===== config.mk =====
export PLATFORM = sky130hd
export DESIGN_NAME = demux_dff
export DESIGN_NICKNAME = d
export VERILOG_FILES = /design/src/rtl/demux_dff.sv
export SDC_FILE = /design/constraint.sdc
export NUM_CORES = 1
export LEC_CHECK = 0
export ABC_AREA = 1
export BUFFER_PORTS_ARGS = -buffer_cell sky130_fd_sc_hd__buf_4
export CAP_MARGIN = 20
export CORE_ASPECT_RATIO = 0.6
export CORE_UTILIZATION = 45
export DETAILED_ROUTE_END_ITERATION = 8
export GPL_TIMING_DRIVEN = 1
export PLACE_DENSITY = 0.72
export SLEW_MARGIN = 20
export SYNTH_ARGS = -nofsm -noshare
export SYNTH_HDL_FRONTEND = slang
export SYNTH_SLANG_ARGS = --single-unit

===== constraint.sdc =====
create_clock -name clk -period 1.8 [get_ports clk]
set_input_delay 0 -clock clk [delete_from_list [all_inputs] [get_ports clk]]
set_output_delay 0 -clock clk [all_outputs]
set_load 0.01 [all_outputs]

===== src/rtl/demux_dff.sv =====
// rtl/demux_dff.sv - Registered 1-to-4 demux with complementary lane outputs.
// Optional frame-complete mask and pulse are enabled by defining DEMUX_FRAME_EN.
module demux_dff #(
    parameter int WIDTH = 8
) (
    input  logic               clk,
    input  logic               rst,
    input  logic [WIDTH-1:0]   d_in,
    input  logic               d_valid,
    input  logic [1:0]         select,
    input  logic               auto_mode,
    output logic [4*WIDTH-1:0] q,
    output logic [4*WIDTH-1:0] qbar,
    output logic [3:0]         q_valid,
    output logic [1:0]         ptr,
    output logic               frame_done
);

    logic [4*WIDTH-1:0] q_q, q_d;
    logic [4*WIDTH-1:0] qbar_q, qbar_d;
    logic [3:0]         q_valid_q, q_valid_d;
    logic [1:0]         ptr_q, ptr_d;
    logic [1:0]         lane;

    assign lane = auto_mode ? ptr_q : select;

    always_comb begin
        q_d       = q_q;
        qbar_d    = qbar_q;
        q_valid_d = 4'b0000;
        ptr_d     = ptr_q;
        if (d_valid) begin
            for (int k = 0; k < 4; k++) begin
                if (lane == 2'(k)) begin
                    q_d[k*WIDTH +: WIDTH]    = d_in;
                    qbar_d[k*WIDTH +: WIDTH] = ~d_in;
                    q_valid_d[k]             = 1'b1;
                end
            end
            if (auto_mode) begin
                ptr_d = ptr_q + 2'd1;
            end
        end
    end

    always_ff @(posedge clk or negedge rst) begin
        if (!rst) begin
            q_q       <= '0;
            qbar_q    <= '1;
            q_valid_q <= 4'b0000;
            ptr_q     <= 2'd0;
        end else begin
            q_q       <= q_d;
            qbar_q    <= qbar_d;
            q_valid_q <= q_valid_d;
            ptr_q     <= ptr_d;
        end
    end

`ifdef DEMUX_FRAME_EN
    logic [3:0] mask_q, mask_d;
    logic       frame_done_q, frame_done_d;
    logic [3:0] mask_next;

    // The completing write both raises the pulse and starts an empty mask.
    always_comb begin
        mask_d       = mask_q;
        frame_done_d = 1'b0;
        mask_next    = mask_q | (4'b0001 << lane);
        if (d_valid) begin
            if (mask_next == 4'b1111) begin
                mask_d       = 4'b0000;
                frame_done_d = 1'b1;
            end else begin
                mask_d = mask_next;
            end
        end
    end

    always_ff @(posedge clk or negedge rst) begin
        if (!rst) begin
            mask_q       <= 4'b0000;
            frame_done_q <= 1'b0;
        end else begin
            mask_q       <= mask_d;
            frame_done_q <= frame_done_d;
        end
    end

    assign frame_done = frame_done_q;
`else
    assign frame_done = 1'b0;
`endif

    assign q       = q_q;
    assign qbar    = qbar_q;
    assign q_valid = q_valid_q;
    assign ptr     = ptr_q;

endmodule


==> results of run 1 <==
==> registers in the layout, indices dropped and copies added, names as in the netlist <==
| signal | flops |
|---|---|
| q | 32 |
| qbar | 32 |
| q_valid | 4 |
| ptr | 2 |
==> routing by layer <==
metal | share of wire [%] | vias up
li1 | - | 1202
met5 | 0 | -
met3 | 8.5 | 2
met4 | 0.10 | 0
met1 | 49 | 1240
met2 | 43 | 128
==> final timing paths <==
| kind | endpoint | depth (start not counted) |
|---|---|---|
| setup / recovery | q[15] | 6 |
| hold / removal | q_valid[1] | 5 |
| setup reg to reg | q[15] | 6 |
| hold reg to reg | qbar[11] | 2 |
| max in group asynchronous | q[24] | 2 |
| min in group asynchronous | q_valid[3] | 2 |
==> power by group through the flow <==
stage | registers, mW | clock network, mW | logic (mW)
final | 3.07 | 1.80 | 2.70
after detailed placement | 3.07 | 0 | 2.69
after global placement | 3.08 | 0 | 2.61
after floorplan | 3.35 | 0 | 0.868
after global routing | 3.15 | 1.89 | 2.97
after CTS | 3.06 | 1.82 | 2.72
==> synthesized netlist by cell type <==
cell type	count
buf_2	10
xnor2_1	1
conb_1	1
nor2_1	1
inv_1	13
o21ai_0	17
inv_2	1
nand3_2	3
nand4_1	32
clkbuf_1	5
dfstp_2	32
xor2_1	1
nand2_1	150
dfrtp_1	38
nand3_1	1
nor2_4	3
nand2_2	3
buf_4	3
==> cell type report <==
cell class | count | area, µm²
Clock buffer | 10 | 128
Clock inverter | 6 | 158
Fill cell | 509 | 2180
Inverter | 14 | 52.6
Multi-Input combinational cell | 213 | 961
Sequential cell | 70 | 1790
Tap cell | 84 | 105
Timing Repair Buffer | 101 | 786
==> repair_timing <==
item | in CTS | in global routing
endpoints found under the hold margin | 81 | 0
hold buffers | 11 | 0
endpoints found under the setup margin | 0 | 0
==> per-stage QoR <==
stage                     instance area (µm²)  setup WS (ns)  power, mW  instances
after CTS                                3980          0.260       7.60        498
final                                    3980          0.250       7.56        498
after floorplan                          2900          0.441       4.21        315
after global placement                   3590          0.329       5.69        471
after detailed placement                 3590          0.267       5.76        471
after global routing                     3980          0.102       8.02        498
==> layout by cell type, fill, tap and decap left out, drive strengths merged, types with 5 or more instances in the layout <==
master / n
o21ai: 17
clkbuf: 10
dfrtp: 38
nand4: 32
bufinv: 5
buf: 90
nand2: 153
inv: 14
dfstp: 32
dlygate4sd3: 11
==> cell families after synthesis <==
group                     count (synthesis)  synth area share, %
buffers and inverters                    32                 4.97
and+or+nand+nor                         193                 29.5
other                                     1                0.129
AOI/OAI and AO/OA                        17                 2.94
xor gates and xnor gates                  2                0.605
DFF                                      70                 61.9
==> critical path, delay by kind of cell, from the launching register on <==
family / cells / cell delay, ns
buffers and inverters: 1 / 0.28
AND/OR/NAND/NOR: 5 / 0.78
flip-flops: 1 / 0.39
==> summary.md, run 1 <==
| Metric | Value |
|---|---|
| Largest net degree at the start of global routing | 71 |
| R2R Path Start | ptr[0] |
| Maxcap violations | 0 |
| Starting density of the core | a little under half |
| Final Hold Fails | 0 |
| Fmax | 645 MHz |
| WS Path Type | reg -> reg |
| Ant diodes | 0 |
| Cells after Synth | 315 |
| Clock skew | 0.00515 ns |
| Iteration count of the initial detailed-routing pass | 4 |
| Ranking of synthesized cells by area | dfrtp_1, dfstp_2, nand2_1, nand4_1, o21ai_0 |
| Cell Int Power | 5.07 mW |
| Worst-Margin Slew | 0.870 ns |
| Share of cells above drive strength 1 | 35.5% |
| Combinational fraction of design power | 35.6% |
| Vias in the first global route | 2396 |
| Synth Cell Area | 0.00290 mm² |
| Avg WL per Cell | ~16 µm |
| VDD IR-drop max | just over 0.0008 V |
| Final period utilization | 86.1% |
| Die X-Extent | 106 µm |
| Register area share after synthesis | 61.9% |
| Met1 global-route usage | 37.7% |
| Crit. Startpoint | ptr[0] |
| Final Setup Violations | 0 |
| Die area | 0.00677 mm² |
| Worst min path class | in -> reg |
| Clk buf depth | 2 |
| Min cycle time layout | around 1.5 ns |
| Setup TNS | 0 ns |
| Post-synth top area share | about a third |
| Max-slew violations | 0 |
| Vias per cell | 5.16 |
| DRC errors left | 0 |
| Port buffer count | 83 |
| Synthesis Warnings | 0 |
| Seq cells post-synth | 70 |
| DR vias | between 2000 and 3000 |
| GR Util met2 | around a third |
| HP Start | select[0] |
| NetSw | 2.49 mW |
| Power per Cell Area | 1900 mW/mm² |
| Startpoint types | flip-flop |
| Sink Count | 70 |
| Post-CTS sizing | 0 |
| Die height | between 60 and 70 µm |
| CP max-delay cell | dfrtp_1 |
| Flop-to-flop setup slack | between 0.2 and 0.3 ns |
| Slew headroom | 42.0% |
| Syn nets | 329 |
| Hpwl dp | 5260 µm |
| Synth area leader | dfrtp_1 |
| Sequential share of power | 40.6% |
| Yosys cell types | 18 |
| Slowest stage delay, CP | roughly 0.39 ns |
| # nets final | 423 |
| First-pass GRT wire length | 12700 µm |
| Net switching fraction of the power | about a third |
| Clock latency at the later pin of the worst-skew pair | 0.34 ns |
| Met3 usage | 9.18% |
| Min Hold Slack | 0.199 ns |
| Status | complete, no violations |
| Critical path fanouts, max | 14 |
| Fin util | 64.6% |
| Worst path most repeated cell | nand2_1 |
| Leak | 2.09 nW |
| Post-CTS setup buffers | 0 |
| Row count | 22 |
| Total CTS buffers | 9 |
| RSZ-0062 raised after global routing | no |
| 1st-iter DRT viols | 124 |
| Initial antenna violation count | 0 |
| GRT busiest layer | met1 |
| Clock share of power | 23.8% |
| Syn-to-layout area delta | 37.5% |
| Detail Route Antenna Nets | 0 |
| Worst Setup End Kind | flip-flop |
| Avg Cell Area, Syn | 9.20 µm² |
| Detailed Route WL | 7890 µm |
| H-tree Lvls | 3 |
| TritonCTS clock tree | yes |
| WP data required | 2.04 ns |
| Gr usage total | 25.2% |
| Total grt overflow | 0 |
| Root buffer cell | clkbuf_8 |
| Core footprint | roughly 0.0062 mm² |
| Clock Pin Slew Worst Setup and Hold Paths | 0.07 ns |
| Boundary Pins | between 80 and 90 |
| CP arrival | 1.79 ns |
| GP Congestion | 0.797 |
| Crit-path cells | nand2_1, nand2_2, nand3_1, buf_4, nand2_1, nand2_1 |
(Power assumes the default switching activity.)
==> inputs of run 2 (changes only) <==
--- a/config.mk
+++ b/config.mk
@@ -9,6 +9,7 @@
 export BUFFER_PORTS_ARGS = -buffer_cell sky130_fd_sc_hd__buf_4
 export CAP_MARGIN = 20
 export CORE_ASPECT_RATIO = 0.6
+export CORE_MARGIN = 3
 export CORE_UTILIZATION = 45
 export DETAILED_ROUTE_END_ITERATION = 8
 export GPL_TIMING_DRIVEN = 1
==> run 2 against run 1 <==
Global-route usage fell by 3.0 points. Via count shrank 2.9%. Routed wire length down 2.6%. Combinational power hardly changed. Clock-buffer cell count rose by 2. Hold slack worse by 0.19 ns.
==> summary.md, run 2 (same netlist as run 1, synthesis figures left out) <==
| Metric | Value |
|---|---|
| Status | complete, no violations (unchanged) |
| Vias in the first global route | 2338 (was 2396) |
| Share of cells above drive strength 1 | 35.3% (was 35.5%) |
| VDD IR-drop max | 0.000829 V (was 0.000811 V) |
| Die area | 0.00747 mm² (was 0.00677 mm²) |
| Min cycle time layout | 1.55 ns (about the same) |
| Hpwl dp | 5330 µm (was 5260 µm) |
| H-tree Lvls | 3 (unchanged) |
| Vias per cell | 5.06 (was 5.16) |
| Ant diodes | 0 (unchanged) |
| Critical path fanouts, max | 22 (was 14) |
| 1st-iter DRT viols | 187 (was 124) |
| Worst path most repeated cell | nand2_1 (unchanged) |
| First-pass GRT wire length | 12300 µm (was 12700 µm) |
| Flop-to-flop setup slack | 0.25 ns (about the same) |
| Largest net degree at the start of global routing | 71 (unchanged) |
| Detailed Route WL | 7680 µm (was 7890 µm) |
| Clock latency at the later pin of the worst-skew pair | 0.34 ns (about the same) |
| Power per Cell Area | 1790 mW/mm² (was 1900 mW/mm²) |
| Worst Setup End Kind | flip-flop (unchanged) |
| Most frequent cells in the layout | nand2_1, buf_4, dfrtp_1 (unchanged) |
| Root buffer cell | clkbuf_8 (unchanged) |
| Maxcap violations | 0 (unchanged) |
| Clk buf depth | 2 (unchanged) |
| Clock skew | 0.00526 ns (was 0.00515 ns) |
| DRC errors left | 0 (unchanged) |
| Crit-path cells | nand2_1, nand2_2, nand3_2, nand2_1, nand2_1 (was nand2_1, nand2_2, nand3_1, buf_4, nand2_1, nand2_1) |
| TritonCTS clock tree | yes (unchanged) |
| Row count | 21 (was 22) |
| Starting density of the core | 49.2% (was 47.0%) |
| Most common cell after layout, fill and taps aside | nand2_1 (unchanged) |
| Leak | 2.05 nW (was 2.09 nW) |
| Final period utilization | 86.2% (was 86.1%) |
| Iteration count of the initial detailed-routing pass | 4 (unchanged) |
| DR vias | 2498 (was 2572) |
| Clock Pin Slew Worst Setup and Hold Paths | 0.07 ns (about the same) |
| Worst min path class | in -> reg (unchanged) |
| Gr usage total | 22.2% (was 25.2%) |
| Total CTS buffers | 9 (unchanged) |
| Dpl cells | 468 (was 471) |
| Filler instances | 497 (was 509) |
| CP max-delay cell | nand3_2 (was dfrtp_1) |
| Avg WL per Cell | 15.5 µm (was 15.8 µm) |
| Core footprint | 0.00589 mm² (was 0.00617 mm²) |
| Setup TNS | 0 ns (unchanged) |
| Port buffer count | 83 (unchanged) |
| CP arrival | 1.77 ns (was 1.79 ns) |
| Die height | 68.1 µm (was 64.1 µm) |
| Detail Route Antenna Nets | 0 (unchanged) |
| Final Setup Violations | 0 (unchanged) |
| Final Hold Fails | 0 (unchanged) |
| GP Congestion | 0.872 (was 0.797) |
| Startpoint types | flip-flop (unchanged) |
| Design area | 0.00388 mm² (was 0.00398 mm²) |
| Dpl cell area | 0.00360 mm² (was 0.00359 mm²) |
| Final std cells w/o fill | 494 (was 498) |
| Max-slew violations | 0 (unchanged) |
| Sink Count | 70 (unchanged) |
| WS Path Type | reg -> reg (unchanged) |
| Boundary Pins | 85 (unchanged) |
| RSZ-0062 raised after global routing | no (unchanged) |
| Syn-to-layout area delta | 34.1% (was 37.5%) |
| # nets final | 423 (unchanged) |
| Post-CTS setup buffers | 0 (unchanged) |
| Tot Pwr | 6.95 mW (was 7.56 mW) |
| WP data required | 2.02 ns (was 2.04 ns) |
| Fin util | 66.0% (was 64.6%) |
| Slowest stage delay, CP | 0.40 ns (was 0.39 ns) |
| Fmax | 645 MHz (about the same) |
| Initial antenna violation count | 0 (unchanged) |
| Die X-Extent | 110 µm (was 106 µm) |
| Total grt overflow | 0 (unchanged) |
run 2: final cells by class:
| type | instances | area, µm² | share of cell area [%] |
|---|---|---|---|
| Sequential cell | 70 | 1790 | 46.1 |
| Multi-Input combinational cell | 213 | 961 | 24.7 |
| Timing Repair Buffer | 101 | 796 | 20.5 |
| Clock buffer | 12 | 135 | 3.48 |
| Tap cell | 80 | 100 | 2.58 |
| Inverter | 14 | 52.6 | 1.35 |
| Clock inverter | 4 | 48.8 | 1.26 |
run 2: worst max-delay path, delay by kind of cell, from the launching register on:
| kind | cells | cell delay (ns) |
|---|---|---|
| and+or+nand+nor | 5 | 1.04 |
| DFF | 1 | 0.38 |
run 2: worst paths after layout:
check                      startpoint    endpoint  depth (start not counted)
max in group asynchronous         rst     qbar[2]                          3
min reg2reg                  qbar[30]    qbar[30]                          2
min                           d_valid      ptr[1]                          3
max reg2reg                    ptr[0]       q[26]                          5
min in group asynchronous         rst  q_valid[3]                          3
max                            ptr[0]       q[26]                          5
run 2: where the power goes:
| part | switching (mW) | total, mW | internal, mW |
|---|---|---|---|
| clock | 0.566 | 1.21 | 0.640 |
| combinational | 1.40 | 2.70 | 1.30 |
| sequential | 0.465 | 3.04 | 2.58 |
| total | 2.43 | 6.95 | 4.51 |
run 2: through the flow:
stage / hold WS [ns] / worst slack (ns)
finish: 0.0132 / 0.249
global route: 0.00539 / 0.101
CTS: 0.00411 / 0.236
detailed placement: 0.0375 / 0.259
global placement: 0.0313 / 0.309
floorplan: -0.296 / 0.441
run 2: per-layer routing:
metal	track usage (%)	vias to the layer above	wire [µm]
met5	0	-	0
met3	8.86	6	773
met1	32.9	1188	3690
met4	5.91	0	47
met2	29.9	105	3170
li1	-	1199	-
run 2: repair_timing:
action | 4_1_cts | 5_1_grt
endpoints found under the hold margin | 105 | 0
hold buffers | 10 | 0
gates resized for setup | 0 | 0
==> inputs of run 3 (changes only) <==
--- a/config.mk
+++ b/config.mk
@@ -13,7 +13,7 @@
 export CORE_UTILIZATION = 45
 export DETAILED_ROUTE_END_ITERATION = 8
 export GPL_TIMING_DRIVEN = 1
-export PLACE_DENSITY = 0.72
+export PLACE_DENSITY_LB_ADDON = 0.25
 export SLEW_MARGIN = 20
 export SYNTH_ARGS = -nofsm -noshare
 export SYNTH_HDL_FRONTEND = slang
==> run 3 against run 2 <==
Clock power increased by 12%. Register-to-register slack gained 0.06 ns. Critical path depth up 1. Via count up 0.76%. First-iteration DRC count is 23% lower. Sequential share of layout area down 0.30 points. Routed wire length grew 4.7%. Non-clock buffer count is 1 lower. Sequential power about the same. Combinational power hardly changed. Sequential cell count is the same. Critical endpoint is now q[24]. Largest power group unchanged.
==> summary.md, run 3 (same netlist as run 1, synthesis figures left out) <==
| Metric | Value |
|---|---|
| Total CTS buffers | 9 (unchanged) |
| Gr usage total | 23.3% (was 22.2%) |
| RSZ-0062 raised after global routing | no (unchanged) |
| Die area | 0.00747 mm² (unchanged) |
| Status | complete, no violations (unchanged) |
| Slew headroom | 62.3% |
| Critical path fanouts, max | 21 (was 22) |
| GP Congestion | 0.794 (was 0.872) |
| 1st-iter DRT viols | 144 (was 187) |
| Post-CTS setup buffers | 0 (unchanged) |
| Core footprint | 0.00589 mm² (unchanged) |
| Iteration count of the initial detailed-routing pass | 4 (unchanged) |
| Worst min path class | in -> reg (unchanged) |
| Die X-Extent | 110 µm (unchanged) |
| Maxcap violations | 0 (unchanged) |
| Startpoint types | flip-flop (unchanged) |
| Largest net degree at the start of global routing | 44 (was 71) |
| Leak | 2.06 nW (was 2.05 nW) |
| Fin util | 66.4% (was 66.0%) |
| Final Setup Violations | 0 (unchanged) |
| Most frequent cells in the layout | nand2_1, buf_4, dfrtp_1 (unchanged) |
| WP data required | 2.03 ns (was 2.02 ns) |
| Min cycle time layout | 1.49 ns (was 1.55 ns) |
| CP arrival | 1.72 ns (was 1.77 ns) |
| Clk buf depth | 2 (unchanged) |
| HP Start | d_valid (unchanged) |
| Filler instances | 489 (was 497) |
| CTS Hold Bufs | 10 (unchanged) |
| Max-slew violations | 0 (unchanged) |
| Worst path most repeated cell | nand2_1 (unchanged) |
| WS Path Type | reg -> reg (unchanged) |
| Port buffer count | 83 (unchanged) |
| Clock latency at the later pin of the worst-skew pair | 0.34 ns (about the same) |
| Worst Setup End Kind | flip-flop (unchanged) |
| R2R Path Start | ptr[0] (unchanged) |
| Crit. Startpoint | ptr[0] (unchanged) |
| Hpwl dp | 5520 µm (was 5330 µm) |
| Die height | 68.1 µm (unchanged) |
| Initial antenna violation count | 0 (unchanged) |
| DRC errors left | 0 (unchanged) |
| Setup TNS | 0 ns (unchanged) |
| Total grt overflow | 0 (unchanged) |
| Post-CTS sizing | 0 (unchanged) |
| Starting density of the core | 49.2% (unchanged) |
| Vias per cell | 5.11 (was 5.06) |
| First-pass GRT wire length | 12700 µm (was 12300 µm) |
| Syn-to-layout area delta | 35.0% (was 34.1%) |
| Avg WL per Cell | 16.3 µm (was 15.5 µm) |
| TritonCTS clock tree | yes (unchanged) |
| # nets final | 422 (was 423) |
| Sink Count | 70 (unchanged) |
| Crit-path cells | nand2_1, nand2_2, buf_4, nand3_2, nand2_1, nand2_1 (was nand2_1, nand2_2, nand3_2, nand2_1, nand2_1) |
| Vias in the first global route | 2368 (was 2338) |
| Root buffer cell | clkbuf_8 (unchanged) |
| H-tree Lvls | 3 (unchanged) |
| VDD IR-drop max | 0.000914 V (was 0.000829 V) |
| Final Hold Fails | 0 (unchanged) |
| Share of cells above drive strength 1 | 35.8% (was 35.3%) |
| Fmax | 672 MHz (was 645 MHz) |
| Power per Cell Area | 1820 mW/mm² (was 1790 mW/mm²) |
| Worst-Margin Slew | about 0.56 ns |
| DR vias | 2517 (was 2498) |
| Clock Pin Slew Worst Setup and Hold Paths | 0.07 ns (about the same) |
| Clock skew | 0.00287 ns (was 0.00526 ns) |
| CP max-delay cell | dfrtp_1 (was nand3_2) |
| Detailed Route WL | 8040 µm (was 7680 µm) |
| Slowest stage delay, CP | 0.38 ns (was 0.40 ns) |
| Detail Route Antenna Nets | 0 (unchanged) |
| Row count | 21 (unchanged) |
| Ant diodes | 0 (unchanged) |
| Boundary Pins | 85 (unchanged) |
| Final period utilization | 82.6% (was 86.2%) |
| Most common cell after layout, fill and taps aside | nand2_1 (unchanged) |
## run 3: changes by cell type in the layout (fill, tap and decap cells not counted)
cell / before / now
inv_4: 0 / 1
clkinvlp_4: 0 / 1
clkinv_4: 1 / 0
clkbuf_1: 3 / 0
clkbuf_8: 9 / 10
buf_4: 90 / 89
clkbuf_16: 0 / 1
## run 3: per-stage QoR
stage / hold slack [ns] / setup WS (ns) / std cells / power, mW / cell area (µm²)
floorplan: -0.296 / 0.441 / 315 / 4.21 / 2900
global placement: 0.0171 / 0.373 / 467 / 5.71 / 3590
detailed placement: 0.0270 / 0.339 / 467 / 5.79 / 3590
CTS: 0.0658 / 0.320 / 493 / 7.18 / 3910
global route: 0.0813 / 0.144 / 493 / 7.62 / 3910
finish: 0.0961 / 0.313 / 493 / 7.13 / 3910
## run 3: where the power goes
part	internal (mW)	switching (mW)	leakage, nW
logic	1.30	1.43	1.14
registers	2.58	0.471	0.808
clock network	0.758	0.595	0.111
## run 3: worst max-delay path, delay by kind of cell, from the launching register on
| family | cells | cell delay, ns |
|---|---|---|
| DFF | 1 | 0.38 |
| and+or+nand+nor | 5 | 0.76 |
| buffers and inverters | 1 | 0.24 |
## run 3: area by class of cell
class	count	area, µm²	share of cell area (%)
Multi-Input combinational cell	213	961	24.6
Clock buffer	11	163	4.16
Inverter	14	52.6	1.34
Timing Repair Buffer	100	788	20.2
Clock inverter	5	53.8	1.38
Tap cell	80	100	2.56
Sequential cell	70	1790	45.8
## run 3: worst paths after layout
kind | end | slack, ns | cells after the start
max reg2reg | q[24] | 0.31 | 6
min in group asynchronous | q[16] | 0.19 | 2
min | qbar[18] | 0.1 | 3
min reg2reg | qbar[12] | 0.46 | 2
max in group asynchronous | qbar[18] | 0.97 | 3
max | q[24] | 0.31 | 6
## run 3: metal layers
layer | vias to the layer above | GRT usage [%] | share of wire, %
met3 | 5 | 7.82 | 9.1
li1 | 1193 | - | -
met2 | 110 | 32.4 | 42
met4 | 0 | 6.69 | 0.55
met5 | - | 0 | 0
met1 | 1209 | 34.5 | 48
